<file path="src/rtl/seg_pkg.sv">
// ============================================================================
// Module      : seg_pkg
// Description : Shared constants for seven-segment display blocks.
// Revision    : 1.0 - initial release
// ============================================================================
`default_nettype none

package seg_pkg;

    localparam int NUM_DIGITS = 8;

    localparam logic [6:0] SEG_OFF = 7'h7F;
    localparam logic [7:0] AN_OFF  = 8'hFF;

    // Active-low {g,f,e,d,c,b,a}; entry n is the glyph for hex digit n.
    localparam logic [15:0][6:0] HEX_SEG_TABLE = {
        7'h0E, 7'h06, 7'h21, 7'h46, 7'h03, 7'h08, 7'h10, 7'h00,
        7'h78, 7'h02, 7'h12, 7'h19, 7'h30, 7'h24, 7'h79, 7'h40
    };

endpackage

`default_nettype wire

</file>
<file path="src/rtl/hex_to_seg.sv">
// ============================================================================
// Module      : hex_to_seg
// Description : Combinational hex nibble to active-low seven-segment decoder.
// Revision    : 1.0 - initial release
// ============================================================================
`default_nettype none

module hex_to_seg
    import seg_pkg::*;
(
    input  logic [3:0] nibble,
    output logic [6:0] pattern
);

    assign pattern = HEX_SEG_TABLE[nibble];

endmodule

`default_nettype wire

</file>
<file path="src/rtl/seg_scan_driver.sv">
// ============================================================================
// Module      : seg_scan_driver
// Description : 8-digit multiplexed seven-segment scanner with frame-aligned
//               value update, anti-ghost blanking and leading-zero blanking.
// Revision    : 1.0 - initial release
// ============================================================================
`default_nettype none

module seg_scan_driver
    import seg_pkg::*;
#(
    parameter int REFRESH_DIV = 100000,
    parameter bit BLANK_LZ    = 1'b0
) (
    input  logic                  clk,
    input  logic                  rst,
    input  logic [31:0]           inVal,
    input  logic                  loadVal,
    input  logic [NUM_DIGITS-1:0] digEn,
    input  logic [NUM_DIGITS-1:0] dpIn,
    output logic                  busy,
    output logic [2:0]            count,
    output logic [NUM_DIGITS-1:0] an,
    output logic [6:0]            seg,
    output logic                  dp
);

    localparam int PW = (REFRESH_DIV > 2) ? $clog2(REFRESH_DIV) : 1;

    logic [PW-1:0]         r_prescaler;
    logic [2:0]            r_count;
    logic [31:0]           r_pending;
    logic [31:0]           r_active;
    logic                  r_busy;
    logic [NUM_DIGITS-1:0] r_an;
    logic [6:0]            r_seg;
    logic                  r_dp;

    logic                  w_tick;
    logic                  w_frameEnd;
    logic [3:0]            w_nibble;
    logic [6:0]            w_segDec;
    logic [31:0]           w_upper;
    logic                  w_blank;
    logic [NUM_DIGITS-1:0] w_anOn;

    assign w_tick     = (r_prescaler == PW'(REFRESH_DIV - 1));
    assign w_frameEnd = w_tick && (r_count == 3'(NUM_DIGITS - 1));

    assign w_nibble = r_active[{r_count, 2'b00} +: 4];
    assign w_upper  = r_active >> {r_count, 2'b00};
    assign w_anOn   = ~(8'b1 << r_count);

    // A digit is suppressed when disabled, or when it and every higher digit are zero.
    assign w_blank = !digEn[r_count] ||
                     (BLANK_LZ && (r_count != 3'd0) && (w_upper == 32'd0));

    hex_to_seg u_hexToSeg (
        .nibble  (w_nibble),
        .pattern (w_segDec)
    );

    always_ff @(posedge clk) begin
        if (rst) begin
            r_prescaler <= '0;
            r_count     <= 3'd0;
            r_pending   <= 32'd0;
            r_active    <= 32'd0;
            r_busy      <= 1'b0;
            r_an        <= AN_OFF;
            r_seg       <= SEG_OFF;
            r_dp        <= 1'b1;
        end else begin
            r_prescaler <= w_tick ? '0 : r_prescaler + 1'b1;

            if (w_tick) begin
                r_count <= r_count + 3'd1;
            end

            if (w_frameEnd && r_busy) begin
                r_active <= r_pending;
                r_busy   <= 1'b0;
            end

            // A load on the frame boundary wins over the busy clear above.
            if (loadVal) begin
                r_pending <= inVal;
                r_busy    <= 1'b1;
            end

            if (w_blank) begin
                r_an  <= AN_OFF;
                r_seg <= SEG_OFF;
                r_dp  <= 1'b1;
            end else begin
                r_an  <= w_tick ? AN_OFF : w_anOn;
                r_seg <= w_segDec;
                r_dp  <= ~dpIn[r_count];
            end
        end
    end

    assign busy  = r_busy;
    assign count = r_count;
    assign an    = r_an;
    assign seg   = r_seg;
    assign dp    = r_dp;

endmodule

`default_nettype wire

</file>
<file path="config.mk">
export PLATFORM = sky130hd
export DESIGN_NAME = seg_scan_driver
export DESIGN_NICKNAME = d
export VERILOG_FILES = /design/src/rtl/seg_pkg.sv /design/src/rtl/hex_to_seg.sv /design/src/rtl/seg_scan_driver.sv
export SDC_FILE = /design/constraint.sdc
export NUM_CORES = 1
export LEC_CHECK = 0
export CORE_MARGIN = 2
export CORE_UTILIZATION = 45
export DETAILED_ROUTE_END_ITERATION = 16
export HOLD_SLACK_MARGIN = 0.12
export PLACE_DENSITY = 0.68
export SETUP_SLACK_MARGIN = 0.3
export SYNTH_ARGS = -nofsm -noshare
export SYNTH_HDL_FRONTEND = slang
export SYNTH_SLANG_ARGS = --single-unit
</file>
<file path="constraint.sdc">
create_clock -name clk -period 3 [get_ports clk]
set_input_delay 0.9 -clock clk [delete_from_list [all_inputs] [get_ports clk]]
set_output_delay 0.9 -clock clk [all_outputs]
set_load 0.01 [all_outputs]
</file>
==> run metrics <==
status complete, no violations; proportion of power drawn by the clock network 37.0%; Detailed Route Iter0 Violations 118; setup TNS 0 ps; core area 9280 um2; Antenna Nets Post-Route 0; Simple-Gate Fraction of Synth Area 14.4%; Hold Crit Class register to register; Cell Area, Synth 4320 um2; Syn Area/Cell 10.5 um2; Die Y 102 um; R2R cell count 7; DRC viols 0; mux cell area share after synthesis 23.7%; RSZ-0062 raised after global routing no; fin util 57.1%; vias 3057; GRT overflow 0; hold path cells 1; initial core utilization 46.5%; register share of total power 56.0%; Ant. Diodes 0; initial antenna violation count 0; I/O pin cnt 71; DRT Wirelength 8.38 mm; area of the die 10400 um2; clock skew 8.48 ps; Post-synth EDFFs 0; Compound-Gate Fraction of Synth Area 3.68%; crit path DAT 1700 ps; Worst Setup End Kind primary output; Cells after Synth 411; Total Routing Usage GR 16.8%; Final setup viols 0; vias in the first global route 2857; htree depth 3; post-synthesis adder-cell area fraction 3.48%; TritonRoute pass-1 iters 4; relative slew slack 46.9%; worst skew pair latency 360 ps; RR Endpoint seg[3]; CTS clk-pin slew, worst paths 90 ps; pin count of the biggest net entering global routing 49; CTS tree built; XOR/XNOR Fraction of Synth Area 3.24%; P_sw 543 uW; ys async rst share 0%; multi-input combinational cell area 2090 um2; final-report hold violation count 0; Worst Path Max Fanout 11; Root Buffer clkbuf_8; switching fraction of total power 21.8%; CTS Sinks 101; max frequency 384 MHz; WL per Instance 13.8 um; die width 102 um; share of layout cells above drive strength 1 9.83%; FF+latch count, synth 101; Power Internal 1950 uW; min Tclk post-route 2600 ps; vias per cell 5.04; number of max-cap violations 0; Rows 35; main combinational cell family by area after synthesis multiplexers; Reg area 2020 um2; hold path endpoint r_prescaler[0]; Post-layout nets 537; sequential area share after synthesis 46.8%; power per cell area 470 nW/um2; first-pass GRT wire length 13.6 mm; Synth Flop Type dfxtp_1; Distinct cells, synth 52; Area growth syn-to-layout 22.6%; Syn. warnings 0; IO Port Bufs 70; number of CTS-inserted buffers 9; gpl congestion 0.757; Final Max Tran Viols 0; Detailed Place HPWL 5.99 mm; r2r setup slk 700 ps; pin slew with the least headroom to its limit 789 ps; hold path start r_prescaler[0]; Peak VDD IR 279 uV; crit share post-route 86.8%; post-synthesis net count 474; Leak 0.00206 uW; cell area after layout 5300 um2; critical path launch point type register; placed standard-cell area 5080 um2; Fin Hold WS 473 ps; Fillers 842; crit path kind register to primary output; CTS max path bufs 2; worst r2r src count[0]; Worst EP required 2100 ps; combinational share of power 7.0%
==> power groups by stage <==
stage / Sequential [uW] / Clock, uW / Combinational, uW
finish: 1400 / 921 / 174
global route: 1400 / 1010 / 190
CTS: 1400 / 947 / 177
detailed placement: 1430 / 0 / 176
global placement: 1430 / 0 / 173
floorplan: 1420 / 0 / 81.9
==> critical path, cell delays in order, from the launching register on <==
cell             delay (ps)
dfxtp_2                 480
buf_4                   290
clkdlybuf4s50_1         570
==> repair_timing <==
action                                  CTS  global route
gates resized for setup                   1             0
hold buffers                              0             0
endpoints found under the setup margin    1             0
setup buffers                             0             0
==> how the worst max path moves through the flow <==
| stage | endpoint | depth (start not counted) | startpoint |
|---|---|---|---|
| final | count[0] | 2 | count[0] |
| after global routing | count[0] | 2 | count[0] |
| after CTS | count[0] | 2 | count[0] |
| after detailed placement | an[4] | 6 | digEn[0] |
| after global placement | an[6] | 6 | digEn[0] |
| after floorplan | seg[3] | 9 | count[0] |
==> flip-flops by register name (all words and copies together), names as in the netlist <==
name	count
an	8
busy	1
count	3
dp	1
r_active	32
r_pending	32
r_prescaler	17
seg	7
==> cell usage in the layout (no fill, tap or decap), types with 3 or more instances in the layout <==
cell / count
mux2i_1: 71
clkdlybuf4s50_1: 68
nand2_1: 15
dfxtp_1: 100
clkbuf_8: 9
xnor2_1: 7
o21ai_1: 3
and3_1: 4
a21oi_1: 3
mux4_2: 10
nand3_1: 13
ha_1: 12
xor2_1: 9
nand4_1: 3
nor2_1: 85
o221ai_1: 3
buf_4: 4
inv_1: 10
==> stage by stage <==
stage | total power (uW) | worst slack [ps] | instances
final | 2490 | 397 | 607
after global routing | 2600 | 309 | 607
after CTS | 2520 | 364 | 607
after detailed placement | 1600 | 444 | 592
after global placement | 1600 | 466 | 592
after floorplan | 1510 | 632 | 411
==> layer usage <==
metal	GRT usage, %	up-vias	share of wire (%)
met3	3.01	12	4.4
met2	27.6	79	47
met5	0	-	0
li1	-	1542	-
met1	21.5	1424	46
met4	7.59	0	2.1
==> layout make-up <==
type                            count  share of cell area [%]
Inverter                           12                   0.850
Sequential cell                   101                    38.2
Multi-Input combinational cell    274                    39.5
Clock inverter                      6                    1.68
Clock buffer                        9                    2.34
Tap cell                          129                    3.05
Timing Repair Buffer               76                    14.4
==> Yosys cell counts, types with 2 or more instances <==
cell	count	share of area, %
a21oi_1	3	0.35
and3_1	4	0.58
buf_2	4	0.46
buf_4	2	0.35
buf_6	6	1.6
clkbuf_1	10	0.87
dfxtp_1	101	47
ha_1	12	3.5
inv_1	10	0.87
inv_2	2	0.17
mux2_4	2	0.70
mux2i_1	71	16
mux2i_4	2	1.0
mux4_2	10	5.2
nand2_1	15	1.3
nand2b_1	2	0.29
nand3_1	13	1.5
nand4_1	3	0.43
nor2_1	85	7.4
nor3_1	2	0.23
o21ai_0	2	0.23
o21ai_1	3	0.35
o221ai_1	3	0.61
or3_1	2	0.29
xnor2_1	7	1.4
xor2_1	9	1.8
==> cell families after synthesis <==
| group | Yosys count |
|---|---|
| xor gates and xnor gates | 16 |
| adders and majority gates | 12 |
| muxes | 86 |
| AOI/OAI and AO/OA | 22 |
| buffers and inverters | 36 |
| DFF | 101 |
| and+or+nand+nor | 138 |
Note: power is estimated with default switching activity, not from simulation.
